[config.mk]
export PLATFORM = sky130hd
export DESIGN_NAME = tile_sprite_renderer
export DESIGN_NICKNAME = d
export VERILOG_FILES = /design/src/rtl/ppu_pkg.sv /design/src/rtl/ppu_cfg_check.sv /design/src/rtl/ppu_pixel_counters.sv /design/src/rtl/tile_sprite_renderer.sv
export SDC_FILE = /design/constraint.sdc
export NUM_CORES = 1
export LEC_CHECK = 0
export BUFFER_PORTS_ARGS = -buffer_cell sky130_fd_sc_hd__buf_2
export CORE_MARGIN = 8
export CORE_UTILIZATION = 35
export CTS_BUF_LIST = sky130_fd_sc_hd__clkbuf_2 sky130_fd_sc_hd__clkbuf_4 sky130_fd_sc_hd__clkbuf_8
export DETAILED_ROUTE_END_ITERATION = 10
export PLACE_DENSITY_LB_ADDON = 0.2
export SYNTH_ARGS = -nofsm -noshare
export SYNTH_HDL_FRONTEND = slang
export SYNTH_SLANG_ARGS = --single-unit
[constraint.sdc]
create_clock -name clk -period 7.85 [get_ports clk]
set_clock_uncertainty 0.15 [all_clocks]
set_input_delay 0.3925 -clock clk [delete_from_list [all_inputs] [get_ports clk]]
set_output_delay 0.3925 -clock clk [all_outputs]
set_load 0.005 [all_outputs]
[src/rtl/ppu_pkg.sv]
// Shared definitions for the tile sprite renderer: descriptor layout, ROM address
// layout, fetch FSM states and small sizing helpers.
package ppu_pkg;

    localparam int ENT_W          = 18;
    localparam int ENT_RUN_LSB    = 0;
    localparam int ENT_VFLIP_BIT  = 3;
    localparam int ENT_TY_LSB     = 4;
    localparam int ENT_TX_LSB     = 8;
    localparam int ENT_ORIENT_LSB = 12;
    localparam int ENT_ID_LSB     = 14;

    localparam logic [3:0] ID_UNUSED = 4'hF;

    localparam int ROM_ADDR_W      = 9;
    localparam int ROM_ORIENT_LSB  = 0;
    localparam int ROM_ID_LSB      = 2;
    localparam int ROM_LINE_LSB    = 6;

    typedef enum logic [2:0] {
        IDLE  = 3'd0,
        SCAN  = 3'd1,
        FETCH = 3'd2,
        WAIT  = 3'd3,
        DONE  = 3'd4
    } fsm_state_t;

    // Field order matches the descriptor bit offsets above, MSB first.
    typedef struct packed {
        logic [3:0] id;
        logic [1:0] orient;
        logic [3:0] tile_x;
        logic [3:0] tile_y;
        logic       vflip;
        logic [2:0] run;
    } ent_t;

    function automatic int idx_w(input int n);
        return (n > 1) ? $clog2(n) : 1;
    endfunction

    function automatic logic [ROM_ADDR_W-1:0] make_rom_addr(input logic [2:0] line,
                                                            input logic [3:0] id,
                                                            input logic [1:0] orient);
        return {line, id, orient};
    endfunction

endpackage

[src/rtl/ppu_cfg_check.sv]
// Elaboration-time legality check: a worst-case fetch must fit inside one tile
// and inside the left border.
module ppu_cfg_check #(
    parameter int N_ENT       = 16,
    parameter int TILE_CYCLES = 40,
    parameter int H_OFFSET    = 40
) ();

    if ((N_ENT < 1) || (N_ENT > 32) || (N_ENT + 3 > TILE_CYCLES) || (N_ENT + 3 > H_OFFSET)) begin : g_bad_cfg
        $error("tile_sprite_renderer: N_ENT=%0d cannot complete a fetch within one tile", N_ENT);
    end

endmodule

[src/rtl/ppu_pixel_counters.sv]
// One axis of sub-pixel / sprite-pixel / tile counters; exposes the values that
// apply to the sample being presented this cycle.
module ppu_pixel_counters
    import ppu_pkg::*;
#(
    parameter int OFFSET  = 40,
    parameter int UPSCALE = 5,
    parameter int TILE_PX = 8,
    parameter int N_TILES = 16,
    localparam int SUB_W  = idx_w(UPSCALE),
    localparam int COL_W  = idx_w(TILE_PX)
) (
    input  logic             clk,
    input  logic             reset,
    input  logic             step,
    input  logic [9:0]       pos,
    output logic [COL_W-1:0] col_s,
    output logic [3:0]       tile_s,
    output logic             first_s
);

    logic [SUB_W-1:0] sub_r;
    logic [SUB_W-1:0] sub_s;
    logic [COL_W-1:0] col_r;
    logic [3:0]       tile_r;

    // Next counter values: clear at the offset, otherwise advance on step.
    always_comb begin
        sub_s  = sub_r;
        col_s  = col_r;
        tile_s = tile_r;
        if (step && (pos == 10'(OFFSET))) begin
            sub_s  = '0;
            col_s  = '0;
            tile_s = 4'd0;
        end else if (step) begin
            if (sub_r == SUB_W'(UPSCALE - 1)) begin
                sub_s = '0;
                if (col_r == COL_W'(TILE_PX - 1)) begin
                    col_s  = '0;
                    tile_s = (tile_r == 4'(N_TILES - 1)) ? 4'd0 : tile_r + 4'd1;
                end else begin
                    col_s = col_r + COL_W'(1'b1);
                end
            end else begin
                sub_s = sub_r + SUB_W'(1'b1);
            end
        end else begin
            sub_s = sub_r;
        end
    end

    assign first_s = (sub_s == '0) && (col_s == '0);

    // Counter state registers.
    always_ff @(posedge clk) begin
        if (!reset) begin
            sub_r  <= '0;
            col_r  <= '0;
            tile_r <= 4'd0;
        end else begin
            sub_r  <= sub_s;
            col_r  <= col_s;
            tile_r <= tile_s;
        end
    end

endmodule

[src/rtl/tile_sprite_renderer.sv]
// Tile-based sprite renderer: prefetches the next tile's sprite row (priority
// scan over N_ENT slots plus one ROM read), double-buffers it and streams 1-bit colour.
module tile_sprite_renderer
    import ppu_pkg::*;
#(
    parameter int   N_ENT     = 16,
    parameter int   TILE_PX   = 8,
    parameter int   UPSCALE   = 5,
    parameter int   TILES_H   = 16,
    parameter int   TILES_V   = 12,
    parameter int   H_OFFSET  = 40,
    parameter int   V_OFFSET  = 40,
    parameter logic BG_COLOUR = 1'b1
) (
    input  logic                   clk,
    input  logic                   reset,
    input  logic                   pixel_en,
    input  logic [9:0]             counter_h,
    input  logic [9:0]             counter_v,
    input  logic [ENT_W*N_ENT-1:0] entities,
    output logic [ROM_ADDR_W-1:0]  rom_addr,
    output logic                   rom_en,
    input  logic [TILE_PX-1:0]     rom_data,
    output logic                   colour,
    output logic                   collision
);

    localparam int COL_W  = idx_w(TILE_PX);
    localparam int K_W    = idx_w(N_ENT);
    localparam int H_END  = H_OFFSET + TILES_H * TILE_PX * UPSCALE;
    localparam int V_END  = V_OFFSET + TILES_V * TILE_PX * UPSCALE;

    ppu_cfg_check #(.N_ENT(N_ENT), .TILE_CYCLES(TILE_PX * UPSCALE), .H_OFFSET(H_OFFSET)) u_cfg_check ();

    logic [COL_W-1:0] h_col_s, v_row_s, row_r, line_s;
    logic [3:0]       h_tile_s, v_tile_s;
    logic             h_first_s, v_first_unused_s;

    ppu_pixel_counters #(.OFFSET(H_OFFSET), .UPSCALE(UPSCALE), .TILE_PX(TILE_PX), .N_TILES(TILES_H)) u_h_cnt (
        .clk(clk), .reset(reset), .step(pixel_en), .pos(counter_h),
        .col_s(h_col_s), .tile_s(h_tile_s), .first_s(h_first_s)
    );

    ppu_pixel_counters #(.OFFSET(V_OFFSET), .UPSCALE(UPSCALE), .TILE_PX(TILE_PX), .N_TILES(TILES_V)) u_v_cnt (
        .clk(clk), .reset(reset), .step(pixel_en && (counter_h == 10'd0)), .pos(counter_v),
        .col_s(v_row_s), .tile_s(v_tile_s), .first_s(v_first_unused_s)
    );

    fsm_state_t       state_r;
    logic [K_W-1:0]   k_r;
    logic             hit_r;
    logic [1:0]       hits_r;
    logic [3:0]       tx_r, ty_r;
    logic [3:0]       win_id_r;
    logic [1:0]       win_orient_r;
    logic             win_vflip_r;
    logic             cur_hit_r, nxt_hit_r;
    logic [TILE_PX-1:0] cur_data_r, nxt_data_r;

    logic active_s, tile_start_s, line_start_s, trigger_s, hit_s;
    logic [3:0] trig_tx_s, dx_s, run_eff_s, sel_id_s;
    logic [1:0] sel_orient_s;
    logic       sel_vflip_s;
    ent_t       slot_s;

    assign active_s = (counter_h >= 10'(H_OFFSET)) && (counter_h < 10'(H_END)) &&
                      (counter_v >= 10'(V_OFFSET)) && (counter_v < 10'(V_END));
    assign tile_start_s = pixel_en && active_s && h_first_s;
    assign line_start_s = pixel_en && (counter_h == 10'd0);
    assign trigger_s    = line_start_s || (tile_start_s && (h_tile_s < 4'(TILES_H - 1)));
    assign trig_tx_s    = line_start_s ? 4'd0 : h_tile_s + 4'd1;

    // Slot hit test in 4-bit arithmetic so runs wrap past the right edge.
    assign slot_s    = ent_t'(entities[k_r * ENT_W +: ENT_W]);
    assign dx_s      = tx_r - slot_s.tile_x;
    assign run_eff_s = (slot_s.run == 3'd0) ? 4'd1 : {1'b0, slot_s.run};
    assign hit_s     = (slot_s.id != ID_UNUSED) && (slot_s.tile_y == ty_r) && (dx_s < run_eff_s);

    assign sel_id_s     = hit_r ? win_id_r     : slot_s.id;
    assign sel_orient_s = hit_r ? win_orient_r : slot_s.orient;
    assign sel_vflip_s  = hit_r ? win_vflip_r  : slot_s.vflip;
    assign line_s       = sel_vflip_s ? ~row_r : row_r;

    // Fetch FSM, ROM interface and the two row buffers.
    always_ff @(posedge clk) begin
        if (!reset) begin
            state_r      <= IDLE;
            k_r          <= '0;
            hit_r        <= 1'b0;
            hits_r       <= 2'd0;
            tx_r         <= 4'd0;
            ty_r         <= 4'd0;
            row_r        <= '0;
            win_id_r     <= 4'd0;
            win_orient_r <= 2'd0;
            win_vflip_r  <= 1'b0;
            rom_en       <= 1'b0;
            rom_addr     <= 9'h1FF;
            collision    <= 1'b0;
            cur_hit_r    <= 1'b0;
            cur_data_r   <= '0;
            nxt_hit_r    <= 1'b0;
            nxt_data_r   <= '0;
        end else begin
            rom_en    <= 1'b0;
            collision <= 1'b0;
            if (trigger_s) begin
                state_r <= SCAN;
                k_r     <= '0;
                hit_r   <= 1'b0;
                hits_r  <= 2'd0;
                tx_r    <= trig_tx_s;
                ty_r    <= v_tile_s;
                row_r   <= v_row_s;
            end else begin
                case (state_r)
                    IDLE: state_r <= IDLE;
                    SCAN: begin
                        if (hit_s && !hit_r) begin
                            win_id_r     <= slot_s.id;
                            win_orient_r <= slot_s.orient;
                            win_vflip_r  <= slot_s.vflip;
                        end
                        hit_r <= hit_r | hit_s;
                        if (hit_s && (hits_r != 2'd2)) begin
                            hits_r <= hits_r + 2'd1;
                        end
                        if (k_r == K_W'(N_ENT - 1)) begin
                            if (hit_r || hit_s) begin
                                state_r  <= FETCH;
                                rom_en   <= 1'b1;
                                rom_addr <= make_rom_addr(3'(line_s), sel_id_s, sel_orient_s);
                            end else begin
                                state_r <= DONE;
                            end
                        end else begin
                            k_r <= k_r + K_W'(1'b1);
                        end
                    end
                    FETCH: state_r <= WAIT;
                    WAIT: begin
                        nxt_hit_r  <= 1'b1;
                        nxt_data_r <= rom_data;
                        state_r    <= DONE;
                    end
                    DONE: begin
                        collision <= (hits_r == 2'd2);
                        if (!hit_r) begin
                            nxt_hit_r  <= 1'b0;
                            nxt_data_r <= '0;
                        end
                        state_r <= IDLE;
                    end
                    default: state_r <= IDLE;
                endcase
            end
            // Swap last so a fetch still landing at the tile boundary leaves the tile empty.
            if (tile_start_s) begin
                cur_hit_r  <= nxt_hit_r;
                cur_data_r <= nxt_data_r;
                nxt_hit_r  <= 1'b0;
                nxt_data_r <= '0;
            end
        end
    end

    // Colour for the sample presented with pixel_en; the swap cycle reads the incoming buffer.
    always_ff @(posedge clk) begin
        if (!reset) begin
            colour <= BG_COLOUR;
        end else if (pixel_en) begin
            if (!active_s) begin
                colour <= BG_COLOUR;
            end else if (tile_start_s) begin
                colour <= nxt_hit_r ? nxt_data_r[h_col_s] : BG_COLOUR;
            end else begin
                colour <= cur_hit_r ? cur_data_r[h_col_s] : BG_COLOUR;
            end
        end else begin
            colour <= colour;
        end
    end

endmodule
==> results of run 1 <==
report_power, final:
group	leakage [nW]	internal, W	switching [W]	total (W)
sequential	0.632	0.000398	0.0000116	0.000410
combinational	2.95	0.000132	0.0000912	0.000223
clock	0.101	0.000155	0.000151	0.000306
registers in the layout (all words and copies together), names as in the netlist, 2 cells and up:
name / count
cur_data_r: 8
nxt_data_r: 8
u_h_cnt.tile_r: 4
rom_addr: 9
win_orient_r: 2
u_v_cnt.tile_r: 4
state_r: 3
u_h_cnt.sub_r: 3
k_r: 4
tx_r: 4
row_r: 3
u_v_cnt.col_r: 3
ty_r: 4
win_id_r: 4
hits_r: 2
u_h_cnt.col_r: 3
u_v_cnt.sub_r: 3
area by class of cell:
| class | count | area, µm² | area share [%] |
|---|---|---|---|
| inverters | 25 | 93.8 | 1.09 |
| flip-flops and latches | 78 | 1570 | 18.3 |
| diodes | 8 | 20.0 | 0.233 |
| clock inverters | 5 | 57.6 | 0.669 |
| multi-input cells | 531 | 4750 | 55.2 |
| clock buffers | 11 | 139 | 1.62 |
| well taps | 234 | 293 | 3.41 |
| repair buffers | 333 | 1670 | 19.5 |
through the flow:
step / power, W / worst slack, ns / area (µm²) / util, % / hold WS (ns)
final: 0.000939 / 2.59 / 8600 / 46.1 / 0.234
after global routing: 0.000990 / 2.26 / 8590 / 46.1 / 0.230
after CTS: 0.000952 / 2.54 / 8580 / 46.0 / 0.216
after detailed placement: 0.000642 / 2.56 / 8380 / 45.0 / 0.298
after global placement: 0.000640 / 2.64 / 8380 / 45.0 / 0.290
after floorplan: 0.000535 / 2.09 / 6610 / - / 0.282
metal layers:
layer	up-vias	share of wire (%)	global-route usage (%)
li1	3190	-	-
met1	3067	38	22.5
met2	261	52	35.3
met3	26	8.5	6.48
met4	6	1.6	6.53
met5	-	0.14	0
kinds of logic after synthesis:
kind of cell,share of synthesized area (%)
compound gates,11.2
flops,23.6
buf+inv,4.64
xor+xnor,1.85
mux,36.5
fa+ha+maj,3.71
simple gates,18.5
worst reg2reg max path, delay by kind of cell (launching register included):
| kind | cells | cell delay, ns |
|---|---|---|
| compound gates | 5 | 1.25 |
| mux | 2 | 1.15 |
| flops | 1 | 0.96 |
| fa+ha+maj | 3 | 0.96 |
| simple gates | 2 | 0.65 |
| buf+inv | 1 | 0.07 |
final timing paths:
path	to	depth (start not counted)
setup / recovery	state_r[1]	13
hold / removal	nxt_data_r[3]	4
setup reg to reg	state_r[1]	13
hold reg to reg	win_id_r[0]	2
cell usage in the layout (no fill, tap or decap), types with 4 or more instances in the layout:
master,synthesis,final
sky130_fd_sc_hd__mux4_1,8,8
sky130_fd_sc_hd__o22ai_1,5,5
sky130_fd_sc_hd__xor2_1,8,8
sky130_fd_sc_hd__or2_2,8,8
sky130_fd_sc_hd__nand4_1,4,4
sky130_fd_sc_hd__nor2_1,49,49
sky130_fd_sc_hd__o211ai_1,4,4
sky130_fd_sc_hd__o21a_1,5,5
sky130_fd_sc_hd__nor3_1,13,13
sky130_fd_sc_hd__nand2b_1,13,13
sky130_fd_sc_hd__inv_1,22,22
sky130_fd_sc_hd__nand3_1,23,23
sky130_fd_sc_hd__nor4_1,8,8
sky130_fd_sc_hd__nor4b_1,6,6
sky130_fd_sc_hd__mux2_2,16,16
sky130_fd_sc_hd__xnor2_1,6,6
sky130_fd_sc_hd__a21o_1,5,5
sky130_fd_sc_hd__ha_1,18,18
sky130_fd_sc_hd__a21oi_1,29,29
sky130_fd_sc_hd__or4_1,5,5
sky130_fd_sc_hd__o21ai_0,26,26
sky130_fd_sc_hd__and3_1,4,4
sky130_fd_sc_hd__dfxtp_1,78,75
sky130_fd_sc_hd__clkbuf_8,0,9
sky130_fd_sc_hd__diode_2,0,8
sky130_fd_sc_hd__o22a_1,5,5
sky130_fd_sc_hd__mux4_2,60,60
sky130_fd_sc_hd__nand2_1,55,55
sky130_fd_sc_hd__and2_1,14,14
sky130_fd_sc_hd__buf_2,16,330
sky130_fd_sc_hd__a22oi_1,4,4
sky130_fd_sc_hd__o31ai_1,8,7
sky130_fd_sc_hd__a211oi_1,4,4
sky130_fd_sc_hd__mux2i_1,67,67
sky130_fd_sc_hd__nor2b_1,15,15
==> run summary, run 1 <==
The flow ran to the end, and the final reports show no timing, DRC or antenna violations. In this run the most critical hold path is launched from rom_data[3]. In this run the post-CTS setup repair buffer count came out at 0. The HPWL reported at the end of detailed placement came out at 20.5 mm.

After clock tree synthesis, the clock-pin slew on the worst setup and hold paths is 0.08 ns. The run gives 0 as the remaining antenna violation count. Across the run, the number of max-cap violations was 0.

The initial DRC count is 283, and the remaining max-slew budget at the tightest pin is 22.6%. After synthesis, the most frequently instantiated cells are sky130_fd_sc_hd__dfxtp_1 (78), sky130_fd_sc_hd__mux2i_1 (67), sky130_fd_sc_hd__mux4_2 (60), sky130_fd_sc_hd__nand2_1 (55), sky130_fd_sc_hd__nor2_1 (49). Setup repair after global routing left no endpoint under its margin. Cells with a size suffix above 1 make up 45.1% of the layout.

The first global-routing pass estimated 37.5 mm of wire. The total power per unit cell area was 109 nW/µm². Data on the critical path is required at its endpoint by 7.97 ns. For the data arrival time of the critical path, the log shows 5.38 ns. The leakage power is 3.68 nW. The peak clock frequency supported by timing was 190 MHz; the count of flip-flops with a built-in enable after synthesis was 0. The number of iterations in the first detailed-routing pass came out at 4.

The path class of the tightest hold or removal check is in -> reg. In this run the clock root is driven by a sky130_fd_sc_hd__clkbuf_8. The total of buffers placed on input and output ports was 330; the number of buffer and inverter stages on the critical path was 1. From bottom edge to top edge, the die measures 153 µm.

The routed design has 24.6 mm of wire. Clock tree synthesis inserted a total of 9 buffers. The ratio of final minimum period to clock period is 67.0%. Setup violations remaining at the end of the flow were counted as 0.

The nature of the critical path startpoint is a flip-flop. Top fanout value on the critical path: 63. The largest single stage delay on the critical path is 0.96 ns.

The tools report the gate count of the mapped netlist as 678. Adding up every negative setup slack in the final design gives 0 ns. STA classifies the critical path endpoint as a flip-flop. The initial antenna violation count is 11. Fill cells in the final layout number 1,868.

The number of vias per cell after detailed routing is 5.35. The quantity of hold-fixing buffers added after cts is 0. In this run the mean area of a mapped cell was 9.75 µm². The die is 153 µm wide. Once placement completed, the tool counted placed cells totaling 1,201. The count of state elements after synthesis was 78; the number of nets in the synthesized netlist was 1,016.

The total overflow reported by the global router was 0; the number of nets in the layout was 1,316. The worst register-to-register path has a setup slack of 2.59 ns. For this block, the via count after detailed routing is 6,550. The tools report the final max-slew violation count as 0. The tools report the cell area after synthesis as 6610 µm².

Among all stages on the critical path, the largest delay is contributed by sky130_fd_sc_hd__dfxtp_4. In the routed design, unresolved DRC markers number 0. The tools report the pin count of the biggest net entering global routing as 64. Of the post-synthesis cell area, the dominant cell type holds 23.6%. The logs give 0 for the count of cells resized by post-cts repair and 3 for the H-tree depth. Clock latency on the worst-skew pair, taken at its later pin, is 0.35 ns. The tools report the final hold violation count as 0. Summing the sequential cell areas from Yosys gives 23.6% of the chip area. In the synthesized netlist the dominant register cell turns out to be sky130_fd_sc_hd__dfxtp_1.

The worst-case IR drop observed on VDD is 97.9 µV. Number of placement rows: 50. The longest clock path from root to sink contains 2 buffers. The run gives 78 as the TritonCTS sink count. Via count of the first global-routing pass: 6,804. The largest delay contributor family on the critical path was compound AO/OA/AOI/OAI gates. The run gives 0.873 as the global placer's final weighted congestion. For this run, the number of Yosys warnings is 0. The initial utilization of the core area, before any placement, comes to 35.5%.

From synthesis to final layout, the design area changed by 30.0%. TritonCTS built the clock tree. Ranked by total cell area, the synthesized netlist is headed by sky130_fd_sc_hd__dfxtp_1 (24%), sky130_fd_sc_hd__mux4_2 (20%), sky130_fd_sc_hd__mux2i_1 (10%). The worst setup path is of the reg -> reg kind. The logs give 20.0% for the overall fraction of global-route tracks in use and 18,600 µm² for the area inside the core boundary. In the final routed layout, each cell accounts on average for 20.1 µm. The most used standard cell by instance count after synthesis was sky130_fd_sc_hd__dfxtp_1. Time the final worst path needs with I/O delays and setup: 5.26 ns. At the pin with the least slew margin, the transition time is 1.15 ns. The final cell count without fillers is 1,225.

In the synthesized netlist the async set-or-reset flop fraction comes to 0%. The run gives 331 as the I/O pin total. The die covers 23,500 µm². Worst setup path startpoint: k_r[0]. The worst register-to-register path begins at k_r[0]. Traced cell by cell, the critical path runs through mux4_2, mux4_2, ha_1, inv_1, fa_1, ha_1, nand3_1, a21oi_1, o2111a_1, a2111o_1, o31a_1, or4b_1, a211oi_2. sky130_fd_sc_hd__dfxtp_1 takes more of the synthesized area than any other cell. Number of distinct standard cells referenced by the synthesized netlist: 66.
Note: power is estimated with default switching activity, not from simulation.
==> inputs of run 2 (changes only) <==
Clock period 7.85 ns to 4.7 ns, I/O delays scaled along.
==> run summary, run 2 (synthesis gave the netlist of run 1 again) <==
For the final hold violation count, the log shows 0. TritonCTS built the clock tree. Fraction of final layout cells with drive strength greater than 1: 46.1%. Max-cap violations in this run came to 0.

The height of the die is 153 µm. After floorplanning, the core was divided into 50 placement rows. Timing would allow up to 223 MHz.

For the via count of the first global-routing pass, the log shows 7,021. The run finished with clean final reports. The count of unresolved DRC violations after routing was 0; the delay of the slowest cell on the worst path was 0.52 ns. Leaving out fill and tap cells, the most frequent cell in the layout is sky130_fd_sc_hd__buf_2. In this run the register-to-register setup slack is 0.21 ns.

After clock tree synthesis, the flow added hold-fix buffers numbering 0. Data arrives at the worst endpoint at 4.63 ns. The critical path contains buffers and inverters numbering 2 combined. Excluding fillers, the count of instances in the completed layout stands at 1,240. In this run the clock root is driven by a sky130_fd_sc_hd__clkbuf_8. Wire length reported by the detailed router: 24.7 mm. In this run the worst setup path begins at k_r[0].

The maximum clock insertion buffer count is 2. The endpoint required time on the critical path was 4.84 ns. After detailed routing, the number of vias per cell comes to 5.31. Dividing the final minimum period by the clock period gives 95.5%.

The core region is 18,600 µm². In this run the horizontal extent of the chip is 153 µm. The tools report the HPWL reported at the end of detailed placement as 21.0 mm. Traced cell by cell, the critical path runs through mux4_2, mux4_2, ha_4, inv_2, fa_1, ha_1, nand3_1, a21oi_1, o2111a_1, a2111o_1, o31a_1, buf_4, or4_1, nand3_1. Global placer's final weighted congestion: 0.892. Across the VDD grid, the largest voltage drop is 101 µV. Port buffering added 330 buffers.

The largest registers in the layout are rom_addr x9, cur_data_r x8, nxt_data_r x8. For this design the static power due to leakage is 3.76 nW. The count of nets left with antenna violations once routing finished came out at 0. STA classifies the critical path startpoint as a flip-flop.

In the final design database the tool counted 1,331 nets. Setup violations remaining at the end of the flow were counted as 0. Leaving out fill and tap cells, the most frequent cells in the layout are sky130_fd_sc_hd__buf_2 (330), sky130_fd_sc_hd__dfxtp_1 (75), sky130_fd_sc_hd__mux2i_1 (67), sky130_fd_sc_hd__mux4_2 (60), sky130_fd_sc_hd__nand2_1 (55).

The number of flip-flops in the largest register was 9. For this configuration, the core starts out at a cell density of 35.5%. Clock tree synthesis inserted a total of 9 buffers. The worst hold path begins at rom_data[7].

The run gives 0.00157 W as the post-layout total power. The remaining max-slew budget at the tightest pin was 45.3%; the source-to-sink clock delay at the later pin of the worst-skew pair was 0.36 ns. 331 I/O pins were placed. The H-tree was split into 3 levels.

After clock tree synthesis, the clock-pin slew on the worst setup and hold paths is 0.08 ns. Dividing total power by cell area gives a power density of 180 nW/µm². The detailed-route wire length per cell works out to 19.9 µm.

The critical path is of the reg -> reg type. The floorplan step defined a die boundary enclosing 23,500 µm². The total overflow left after global routing is 0.

The pin count of the biggest net entering global routing is 50, and the number of iterations in the first detailed-routing pass is 4. The slowest cell on the critical path was sky130_fd_sc_hd__mux4_2. The first global-routing pass estimated 37.9 mm of wire.

For the pin with the worst max-slew slack, the measured transition is 0.820 ns. The tightest min-delay check is of the in -> reg type. The routed layout has 6,587 vias.

The worst setup path is captured at a flip-flop. Along the worst path, the maximum fanout reaches 12. Setup repair after global routing left no endpoint under its margin. The initial DRC count was 242.

Global routing used 20.3% of the available tracks. The run gives 0 as the final max-slew violation count. The initial antenna violation count is 9. The time the final worst path needs with I/O delays and setup is 4.49 ns, and the TritonCTS sink count is 78. The area added between synthesis and finish was 31.9%; the count of fill cells added during filler insertion was 1,878. The tools report the worst reg2reg path startpoint as k_r[0]. The register with the most flip-flops is rom_addr.

The tools report the cell count after placement as 1,212. The largest delay contributor family on the critical path was multiplexers.
run 2: power by group:
group          switching, W  internal, W
registers        0.00000717     0.000665
logic              0.000165     0.000226
clock network      0.000249     0.000258
total              0.000421      0.00115
run 2: routing by layer:
layer / global-route usage, % / share of wire, % / wire length [µm]
met5: 0 / 0.032 / 8
met4: 6.91 / 1.7 / 423
met2: 37.3 / 53 / 13100
met3: 6.23 / 7.3 / 1790
met1: 21.8 / 38 / 9350
run 2: path summary, 6_finish.rpt:
kind                                       to  cells past startpoint
worst max-delay path              rom_addr[7]                     14
worst min-delay path            nxt_data_r[7]                      4
worst max register to register    rom_addr[7]                     14
worst min register to register    win_vflip_r                      2
run 2: through the flow:
stage               setup TNS (ns)  util [%]  setup slack [ns]  cell area, µm²  hold slack [ns]
floorplan                    -1.93         -            -0.231            6740            0.282
global placement                 0      45.5             0.261            8480            0.291
detailed placement               0      45.5             0.178            8480            0.299
CTS                              0      46.5             0.177            8670           0.0516
global route                     0      46.8            0.0373            8720           0.0712
finish                           0      46.8             0.213            8720           0.0705
run 2: layout make-up:
cell class                      instances  area (µm²)  share of cell area, %
Antenna cell                            8        20.0                  0.229
Clock buffer                           10         138                   1.58
Clock inverter                          6        60.1                  0.688
Inverter                               25        93.8                   1.08
Multi-Input combinational cell        531        4760                   54.6
Sequential cell                        78        1570                   18.0
Tap cell                              234         293                   3.36
Timing Repair Buffer                  348        1790                   20.5
run 2: worst register-to-register path: stages (launching register included):
cell and delay [ns]:
sky130_fd_sc_hd__dfxtp_4 0.45, sky130_fd_sc_hd__mux4_2 0.52, sky130_fd_sc_hd__mux4_2 0.52, sky130_fd_sc_hd__ha_4 0.18, sky130_fd_sc_hd__inv_2 0.04, sky130_fd_sc_hd__fa_1 0.41, sky130_fd_sc_hd__ha_1 0.32, sky130_fd_sc_hd__nand3_1 0.11
sky130_fd_sc_hd__a21oi_1 0.05, sky130_fd_sc_hd__o2111a_1 0.15, sky130_fd_sc_hd__a2111o_1 0.40, sky130_fd_sc_hd__o31a_1 0.37, sky130_fd_sc_hd__buf_4 0.20, sky130_fd_sc_hd__or4_1 0.46, sky130_fd_sc_hd__nand3_1 0.09
run 2: timing repair:
action,CTS,global route
resized for setup,0,0
endpoints found under the setup margin,0,1
buffers inserted,0,4
hold endpoints to repair,0,0
